**src/rtl/uart_apb_regfile.sv**
```systemverilog
// APB register file for the UART core: TX/RX FIFOs, status, control, baud divisor, sticky errors, irq.
// Optional TX->RX loopback path is compiled in when UART_LOOPBACK_EN is defined.

module uart_fifo #(
   parameter int W     = 8,
   parameter int DEPTH = 16
) (
   input  logic                      i_clk,
   input  logic                      i_rst,
   input  logic                      i_flush,
   input  logic                      i_push,
   input  logic                      i_pop,
   input  logic [W-1:0]              i_wdata,
   output logic [W-1:0]              o_rdata,
   output logic [$clog2(DEPTH):0]    o_count,
   output logic                      o_full,
   output logic                      o_empty
);
   localparam int AW = $clog2(DEPTH);
   localparam logic [AW:0] L_FULL = DEPTH[AW:0];

   logic [W-1:0]  r_mem [DEPTH];
   logic [AW-1:0] r_wr_ptr;
   logic [AW-1:0] r_rd_ptr;
   logic [AW:0]   r_count;
   logic          w_do_push;
   logic          w_do_pop;

   assign o_full    = (r_count == L_FULL);
   assign o_empty   = (r_count == '0);
   assign o_count   = r_count;
   assign o_rdata   = r_mem[r_rd_ptr];
   // a full FIFO still takes a push when the head leaves on the same edge
   assign w_do_pop  = i_pop & ~o_empty;
   assign w_do_push = i_push & (~o_full | w_do_pop);

   always_ff @(posedge i_clk) begin
      if (i_rst || i_flush) begin
         r_wr_ptr <= '0;
         r_rd_ptr <= '0;
         r_count  <= '0;
      end else begin
         if (w_do_push) r_wr_ptr <= r_wr_ptr + 1'b1;
         if (w_do_pop)  r_rd_ptr <= r_rd_ptr + 1'b1;
         case ({w_do_push, w_do_pop})
            2'b10:   r_count <= r_count + 1'b1;
            2'b01:   r_count <= r_count - 1'b1;
            default: r_count <= r_count;
         endcase
      end
   end

   always_ff @(posedge i_clk) begin
      if (w_do_push) r_mem[r_wr_ptr] <= i_wdata;
   end
endmodule

module uart_apb_regfile #(
   parameter int DATA_W      = 8,
   parameter int FIFO_DEPTH  = 16,
   parameter int ADDR_W      = 8,
   parameter int DEFAULT_DIV = 651
) (
   input  logic              pClk,
   input  logic              pReset,
   input  logic              pSel,
   input  logic              pEnable,
   input  logic              pWrite,
   input  logic [ADDR_W-1:0] pAddr,
   input  logic [31:0]       pWdata,
   output logic [31:0]       pReadData,
   output logic              pReady,
   output logic              pSlvErr,
   output logic [DATA_W-1:0] tx_data,
   output logic              tx_valid,
   input  logic              tx_ready,
   input  logic [DATA_W-1:0] rx_data,
   input  logic              rx_valid,
   input  logic              rx_err,
   output logic [15:0]       baud_div,
   output logic              irq
);
   localparam int AW = $clog2(FIFO_DEPTH);
   localparam logic [15:0] L_DIV = 16'(DEFAULT_DIV);

   logic        r_tx_en, r_rx_en, r_irq_rx_en, r_irq_tx_en;
   logic        r_rx_ovr, r_rx_ferr, r_irq;
   logic [15:0] r_baud;

   logic              w_access, w_wr, w_rd, w_loop;
   logic [2:0]        w_idx;
   logic              w_data_wr, w_data_rd, w_stat_wr, w_ctrl_wr, w_baud_wr;
   logic              w_tx_full, w_tx_empty, w_rx_full, w_rx_empty;
   logic [AW:0]       w_tx_count, w_rx_count;
   logic [DATA_W-1:0] w_tx_head, w_rx_head, w_rx_wdata;
   logic              w_tx_valid, w_tx_rdy, w_tx_pop, w_tx_push, w_tx_flush;
   logic              w_rx_push_req, w_rx_push, w_rx_pop, w_rx_flush;
   logic              w_ovr_set, w_ferr_set, w_tx_drop;
   logic [31:0]       w_rd_data;
   logic              w_err;
   logic              w_unused;

   assign w_access  = pSel & pEnable;
   assign w_wr      = w_access & pWrite;
   assign w_rd      = w_access & ~pWrite;
   assign w_idx     = pAddr[4:2];
   assign w_data_wr = w_wr & (w_idx == 3'd0);
   assign w_data_rd = w_rd & (w_idx == 3'd0);
   assign w_stat_wr = w_wr & (w_idx == 3'd1);
   assign w_ctrl_wr = w_wr & (w_idx == 3'd2);
   assign w_baud_wr = w_wr & (w_idx == 3'd3);

`ifdef UART_LOOPBACK_EN
   logic r_loop;
   always_ff @(posedge pClk) begin
      if (pReset)         r_loop <= 1'b0;
      else if (w_ctrl_wr) r_loop <= pWdata[6];
   end
   assign w_loop = r_loop;
`else
   assign w_loop = 1'b0;
`endif

   // TX side: in loopback the core is bypassed and the head drains every cycle
   assign w_tx_valid = r_tx_en & ~w_tx_empty;
   assign w_tx_rdy   = w_loop | tx_ready;
   assign w_tx_pop   = w_tx_valid & w_tx_rdy;
   assign w_tx_drop  = w_tx_full & ~w_tx_pop;
   assign w_tx_push  = w_data_wr & ~w_tx_drop;
   assign w_tx_flush = w_ctrl_wr & pWdata[4];
   assign tx_valid   = w_tx_valid & ~w_loop;
   assign tx_data    = w_tx_head;

   uart_fifo #(.W(DATA_W), .DEPTH(FIFO_DEPTH)) u_tx_fifo (
      .i_clk   (pClk),
      .i_rst   (pReset),
      .i_flush (w_tx_flush),
      .i_push  (w_tx_push),
      .i_pop   (w_tx_pop),
      .i_wdata (pWdata[DATA_W-1:0]),
      .o_rdata (w_tx_head),
      .o_count (w_tx_count),
      .o_full  (w_tx_full),
      .o_empty (w_tx_empty)
   );

   assign w_rx_push_req = r_rx_en & (w_loop ? w_tx_pop : rx_valid);
   assign w_rx_wdata    = w_loop ? w_tx_head : rx_data;
   assign w_rx_pop      = w_data_rd & ~w_rx_empty;
   assign w_rx_push     = w_rx_push_req;
   assign w_rx_flush    = w_ctrl_wr & pWdata[5];
   assign w_ovr_set     = w_rx_push_req & w_rx_full & ~w_rx_pop;
   assign w_ferr_set    = rx_err & ~w_loop;

   uart_fifo #(.W(DATA_W), .DEPTH(FIFO_DEPTH)) u_rx_fifo (
      .i_clk   (pClk),
      .i_rst   (pReset),
      .i_flush (w_rx_flush),
      .i_push  (w_rx_push),
      .i_pop   (w_rx_pop),
      .i_wdata (w_rx_wdata),
      .o_rdata (w_rx_head),
      .o_count (w_rx_count),
      .o_full  (w_rx_full),
      .o_empty (w_rx_empty)
   );

   always_ff @(posedge pClk) begin
      if (pReset) begin
         r_tx_en     <= 1'b0;
         r_rx_en     <= 1'b0;
         r_irq_rx_en <= 1'b0;
         r_irq_tx_en <= 1'b0;
         r_baud      <= L_DIV;
         r_rx_ovr    <= 1'b0;
         r_rx_ferr   <= 1'b0;
         r_irq       <= 1'b0;
      end else begin
         if (w_ctrl_wr) begin
            r_tx_en     <= pWdata[0];
            r_rx_en     <= pWdata[1];
            r_irq_rx_en <= pWdata[2];
            r_irq_tx_en <= pWdata[3];
         end
         if (w_baud_wr) r_baud <= pWdata[15:0];
         // a new error on the clearing edge must not be lost
         r_rx_ovr  <= w_ovr_set  | (r_rx_ovr  & ~(w_stat_wr & pWdata[4]));
         r_rx_ferr <= w_ferr_set | (r_rx_ferr & ~(w_stat_wr & pWdata[5]));
         r_irq     <= (r_irq_rx_en & ~w_rx_empty) | (r_irq_tx_en & w_tx_empty)
                    | r_rx_ovr | r_rx_ferr;
      end
   end

   always_comb begin
      w_rd_data = '0;
      w_err     = 1'b0;
      if (w_access) begin
         case (w_idx)
            3'd0: begin
               if (!pWrite && !w_rx_empty) w_rd_data = 32'(w_rx_head);
               w_err = pWrite ? w_tx_drop : w_rx_empty;
            end
            3'd1: w_rd_data = {8'h00, 8'(w_rx_count), 8'(w_tx_count), 2'b00, r_rx_ferr,
                               r_rx_ovr, w_rx_empty, w_rx_full, w_tx_empty, w_tx_full};
            3'd2: w_rd_data = {25'd0, w_loop, 2'b00, r_irq_tx_en, r_irq_rx_en, r_rx_en, r_tx_en};
            3'd3: w_rd_data = {16'h0000, r_baud};
            default: w_err = 1'b1;
         endcase
         if (pWrite) w_rd_data = '0;
      end
   end

   assign pReadData = w_rd_data;
   assign pSlvErr   = w_err;
   assign pReady    = 1'b1;
   assign baud_div  = r_baud;
   assign irq       = r_irq;
   assign w_unused  = ^{pAddr[ADDR_W-1:5], pAddr[1:0], pWdata[31:16]};
endmodule

```
**config.mk**
```make
export PLATFORM = sky130hd
export DESIGN_NAME = uart_apb_regfile
export DESIGN_NICKNAME = d
export VERILOG_FILES = /design/src/rtl/uart_apb_regfile.sv
export SDC_FILE = /design/constraint.sdc
export NUM_CORES = 1
export LEC_CHECK = 0
export CAP_MARGIN = 30
export CORE_MARGIN = 10
export CORE_UTILIZATION = 45
export DETAILED_ROUTE_END_ITERATION = 10
export PLACE_DENSITY = 0.71
export SLEW_MARGIN = 20
export SYNTH_ARGS = -nofsm -noshare
export SYNTH_HDL_FRONTEND = slang
export SYNTH_HIERARCHICAL = 1
export SYNTH_SLANG_ARGS = --single-unit
```
**constraint.sdc**
```tcl
create_clock -name pClk -period 7.38 [get_ports pClk]
set_clock_uncertainty 0.2 [all_clocks]
set_input_delay 0.738 -clock pClk [delete_from_list [all_inputs] [get_ports pClk]]
set_output_delay 0.738 -clock pClk [all_outputs]
set_load 0.01 [all_outputs]
```
==> reports/summary.txt <==
===========================================================================================
Total congestion overflow after global routing ...............................            0
Setup bufs post-CTS ..........................................................            0
Syn Area/Cell ................................................................     15.6 um2
Clock insertion delay at the later pin of the skew report ....................      0.51 ns
Pin count of the biggest net entering global routing .........................           52
Synth cell types .............................................................           67
# setup viols final ..........................................................            0
Starting utilization of the core area ........................................        0.455
Number of global-route vias before repair ....................................        7,811
Global-route wire length before repair .......................................      45.0 mm
# diodes .....................................................................            0
Final #Nets ..................................................................        1,028
Sinks on Clock Net ...........................................................          313
I/O pin count ................................................................          116
Fill cell instance count of the final layout .................................        2,439
Syn Std Cell Area ............................................................   13,500 um2
Worst setup slack for register-to-register paths .............................      3.13 ns
Peak fanout along the critical path ..........................................           10
Setup repair after global routing missed its margin ..........................        false
Number of design-rule violations left by the first detailed-router iteration .          515
Delay of the slowest cell on the worst path ..................................      0.78 ns
H-tree levels ................................................................            2
Crit Path Class ..............................................................      reg2out
Synthesis warning total ......................................................            6
Number of buffers inserted during clock tree synthesis .......................           34
Post-detailed-route DRC marker count .........................................            0
ANT nets after route .........................................................            0
I/O Buffers ..................................................................           82
Via count of the routed design ...............................................        7,581
Post-layout instance count excluding filler cells ............................        1,370
Sequential element share of the synthesized area .............................        0.655
Most common cell on crit path ................................................ sky130_fd_sc_hd__a21oi_1
Number of synthesized flops with an enable pin ...............................          256
Cell area after layout .......................................................   15,800 um2
Static power due to leakage ..................................................      5.17 nW
Crit path DAT ................................................................      3.44 ns
Full die area ................................................................   37,300 um2
Portion of total power attributed to combinational logic .....................        0.024
Clk slew on worst S/H paths ..................................................      0.06 ns
Portion of total power attributed to the clock network .......................        0.450
Count of maximum capacitance violations ......................................            0
Wire length reported by the detailed router ..................................      28.8 mm
Run status ...................................................................    completed
Worst slew margin ............................................................        0.439
Placed wire-length estimate ..................................................      19.4 mm
Via density per instance .....................................................         5.53
End of the worst register-to-register path ................................... u_tx_fifo/o_count[4]$_SDFFE_PP0P_
Post-synth top cells ......................................................... sky130_fd_sc_hd__edfxtp_1, sky130_fd_sc_hd__mux4_2, sky130_fd_sc_hd__nor2_1
Initial antenna violation count ..............................................            0
Worst Path Required ..........................................................      6.44 ns
Synthesis-to-layout area growth ..............................................        17.0%
Hold crit path type ..........................................................      reg2reg
#FFs+latches synth ...........................................................          313
VDD IR max ...................................................................     0.202 mV
Syn Inst Count ...............................................................          863
Total Negative Setup Slacks ..................................................         0 ns
CP max-delay cell ............................................................ sky130_fd_sc_hd__or4_1
Register share of total power ................................................        0.526
Primary flip-flop cell chosen by synthesis mapping ........................... sky130_fd_sc_hd__edfxtp_1
GR Util All Layers ...........................................................        0.155
Internal power ...............................................................    0.00292 W
Final critical path time including I/O delays and setup ......................      4.37 ns
Clock tree from TritonCTS ....................................................         done
Post-CTS Hold Fix Bufs .......................................................            0
Power Density ................................................................   231 nW/um2
Clock root buffer master ..................................................... sky130_fd_sc_hd__clkbuf_16
Placed Instance Area .........................................................   14,700 um2
Net load switching power .....................................................   0.000714 W
Fraction of layout cells with a size suffix above 1 ..........................        0.166
R2R Path Start ............................................................... u_tx_fifo/o_count[0]$_SDFFE_PP0P_
Startpoint of the worst setup timing path .................................... u_rx_fifo/o_count[1]$_SDFFE_PP0P_
Largest buffer count on any clock path .......................................            3
Startpoint type of the worst setup path ......................................         flop
Depth of the worst register-to-register path .................................           14
Largest area contributor in the synthesized netlist .......................... sky130_fd_sc_hd__edfxtp_1
Final-report hold violation count ............................................            0
Most frequently used cell type in the post-synthesis netlist ................. sky130_fd_sc_hd__edfxtp_1
Count of placed standard cells including taps ................................        1,308
Quantity of gates resized following cts ......................................            0
Final estimated routing congestion in global placement .......................        0.789
CP endpoint kind .............................................................  output port
Max-slew violations ..........................................................            0
Top-area cell type share of the netlist area .................................        0.570
Top post-synthesis cells by area ............................................. sky130_fd_sc_hd__edfxtp_1, sky130_fd_sc_hd__mux4_2, sky130_fd_sc_hd__dfxtp_1
Routed wire per std cell .....................................................      21.1 um
Core area ....................................................................   29,600 um2
Vertical die dimension .......................................................       193 um
Die W ........................................................................       193 um
Switching share of power .....................................................        0.196
Worst-case setup slack after placement .......................................      2.84 ns
Final critical-path share of the clock period ................................        0.593
Cell-by-cell listing of the critical path .................................... or4_1, nor2_1, a21oi_1, a211o_1, a21oi_1, clkdlybuf4s50_1
Worst slew pin tran ..........................................................     0.838 ns
End point of the critical path ............................................... pReadData[3]
Num rows .....................................................................           63
Async set-reset flop share out of synthesis ..................................            0
First-pass DRT Iterations ....................................................            6
Final worst slack ............................................................      3.01 ns
Maximum achievable frequency .................................................      229 MHz
===========================================================================================
power groups by stage:
stage                     registers (W)  clock network [W]  logic (W)
final                           0.00191            0.00164  0.0000884
after global routing            0.00191            0.00175  0.0000969
after CTS                       0.00191            0.00168  0.0000886
after detailed placement        0.00195                  0  0.0000881
after global placement          0.00195                  0  0.0000854
after floorplan                 0.00195                  0  0.0000399
metal layers:
layer	GRT usage	part of all wire
met5	0	0
met4	0.0420	0.018
met3	0.0342	0.060
met2	0.262	0.51
met1	0.199	0.42
logic make-up after synthesis:
group / Yosys count / synth area share
AOI/OAI and AO/OA: 99 / 0.0550
muxes: 104 / 0.137
other: 2 / 0.000557
buffers and inverters: 80 / 0.0307
adders and majority gates: 18 / 0.0178
DFF: 313 / 0.655
xor gates and xnor gates: 11 / 0.00714
and+or+nand+nor: 236 / 0.0971
cell type report:
class                           count  area, um2  share of cell area
Clock buffer                       46        947              0.0600
Tap cell                          390        488              0.0309
Sequential cell                   313       8830               0.560
Inverter                           20       75.1             0.00476
Clock inverter                     16        160              0.0102
Multi-Input combinational cell    480       4280               0.271
Timing Repair Buffer              105        993              0.0630
sequential cells by signal, summed over array words and instances, names as in the netlist, 5 cells and up, named ones only:
register / flops
u_tx_fifo/o_count: 5
u_rx_fifo/o_count: 5
u_rx_fifo/r_mem: 128
baud_div: 16
u_tx_fifo/r_mem: 128
per-stage QoR:
stage | total power (W) | util | hold WS (ns)
after floorplan | 0.00199 | - | 0.257
after global placement | 0.00203 | 0.495 | 0.273
after detailed placement | 0.00204 | 0.495 | 0.285
after CTS | 0.00368 | 0.532 | 0.296
after global routing | 0.00376 | 0.532 | 0.320
final | 0.00364 | 0.532 | 0.289
worst min path at each step:
stage                                          from                        end  cells past startpoint
after floorplan                r_rx_en$_SDFFE_PP0N_       r_rx_en$_SDFFE_PP0N_                      2
after global placement    baud_div[12]$_SDFFE_PP0P_  baud_div[12]$_SDFFE_PP0P_                      2
after detailed placement  baud_div[11]$_SDFFE_PP0P_  baud_div[11]$_SDFFE_PP0P_                      2
after CTS                 baud_div[11]$_SDFFE_PP0P_  baud_div[11]$_SDFFE_PP0P_                      2
after global routing      baud_div[12]$_SDFFE_PP0P_  baud_div[12]$_SDFFE_PP0P_                      2
final                     baud_div[11]$_SDFFE_PP0P_  baud_div[11]$_SDFFE_PP0P_                      2
worst max-delay path, delay by kind of cell, from the launching register on:
family / cells / cell delay (ns)
AO/OA/AOI/OAI: 3 / 0.71
AND/OR/NAND/NOR: 2 / 1.23
buffers and inverters: 1 / 0.62
flip-flops: 1 / 0.37
layout by cell type (no fill, tap or decap), drive strengths merged, types with 3 or more instances in the layout:
cell type,instances
a211o,4
xnor2,6
nor3b,6
clkbuf,46
nor4,6
and2,19
o31ai,3
a211oi,6
and3,9
a21oi,18
nand3,17
clkinv,12
dfxtp,57
mux2i,36
conb,12
nor2,59
ha,16
buf,23
nand4,3
or4,7
o21ai,13
or2,3
clkdlybuf4s50,82
o211ai,8
mux2,4
nor2b,14
a22oi,32
xor2,5
nand3b,3
edfxtp,256
inv,21
nor3,15
nand2,31
a21o,4
mux4,64
nand2b,34
No activity file was read; power rests on OpenSTA's default activity.
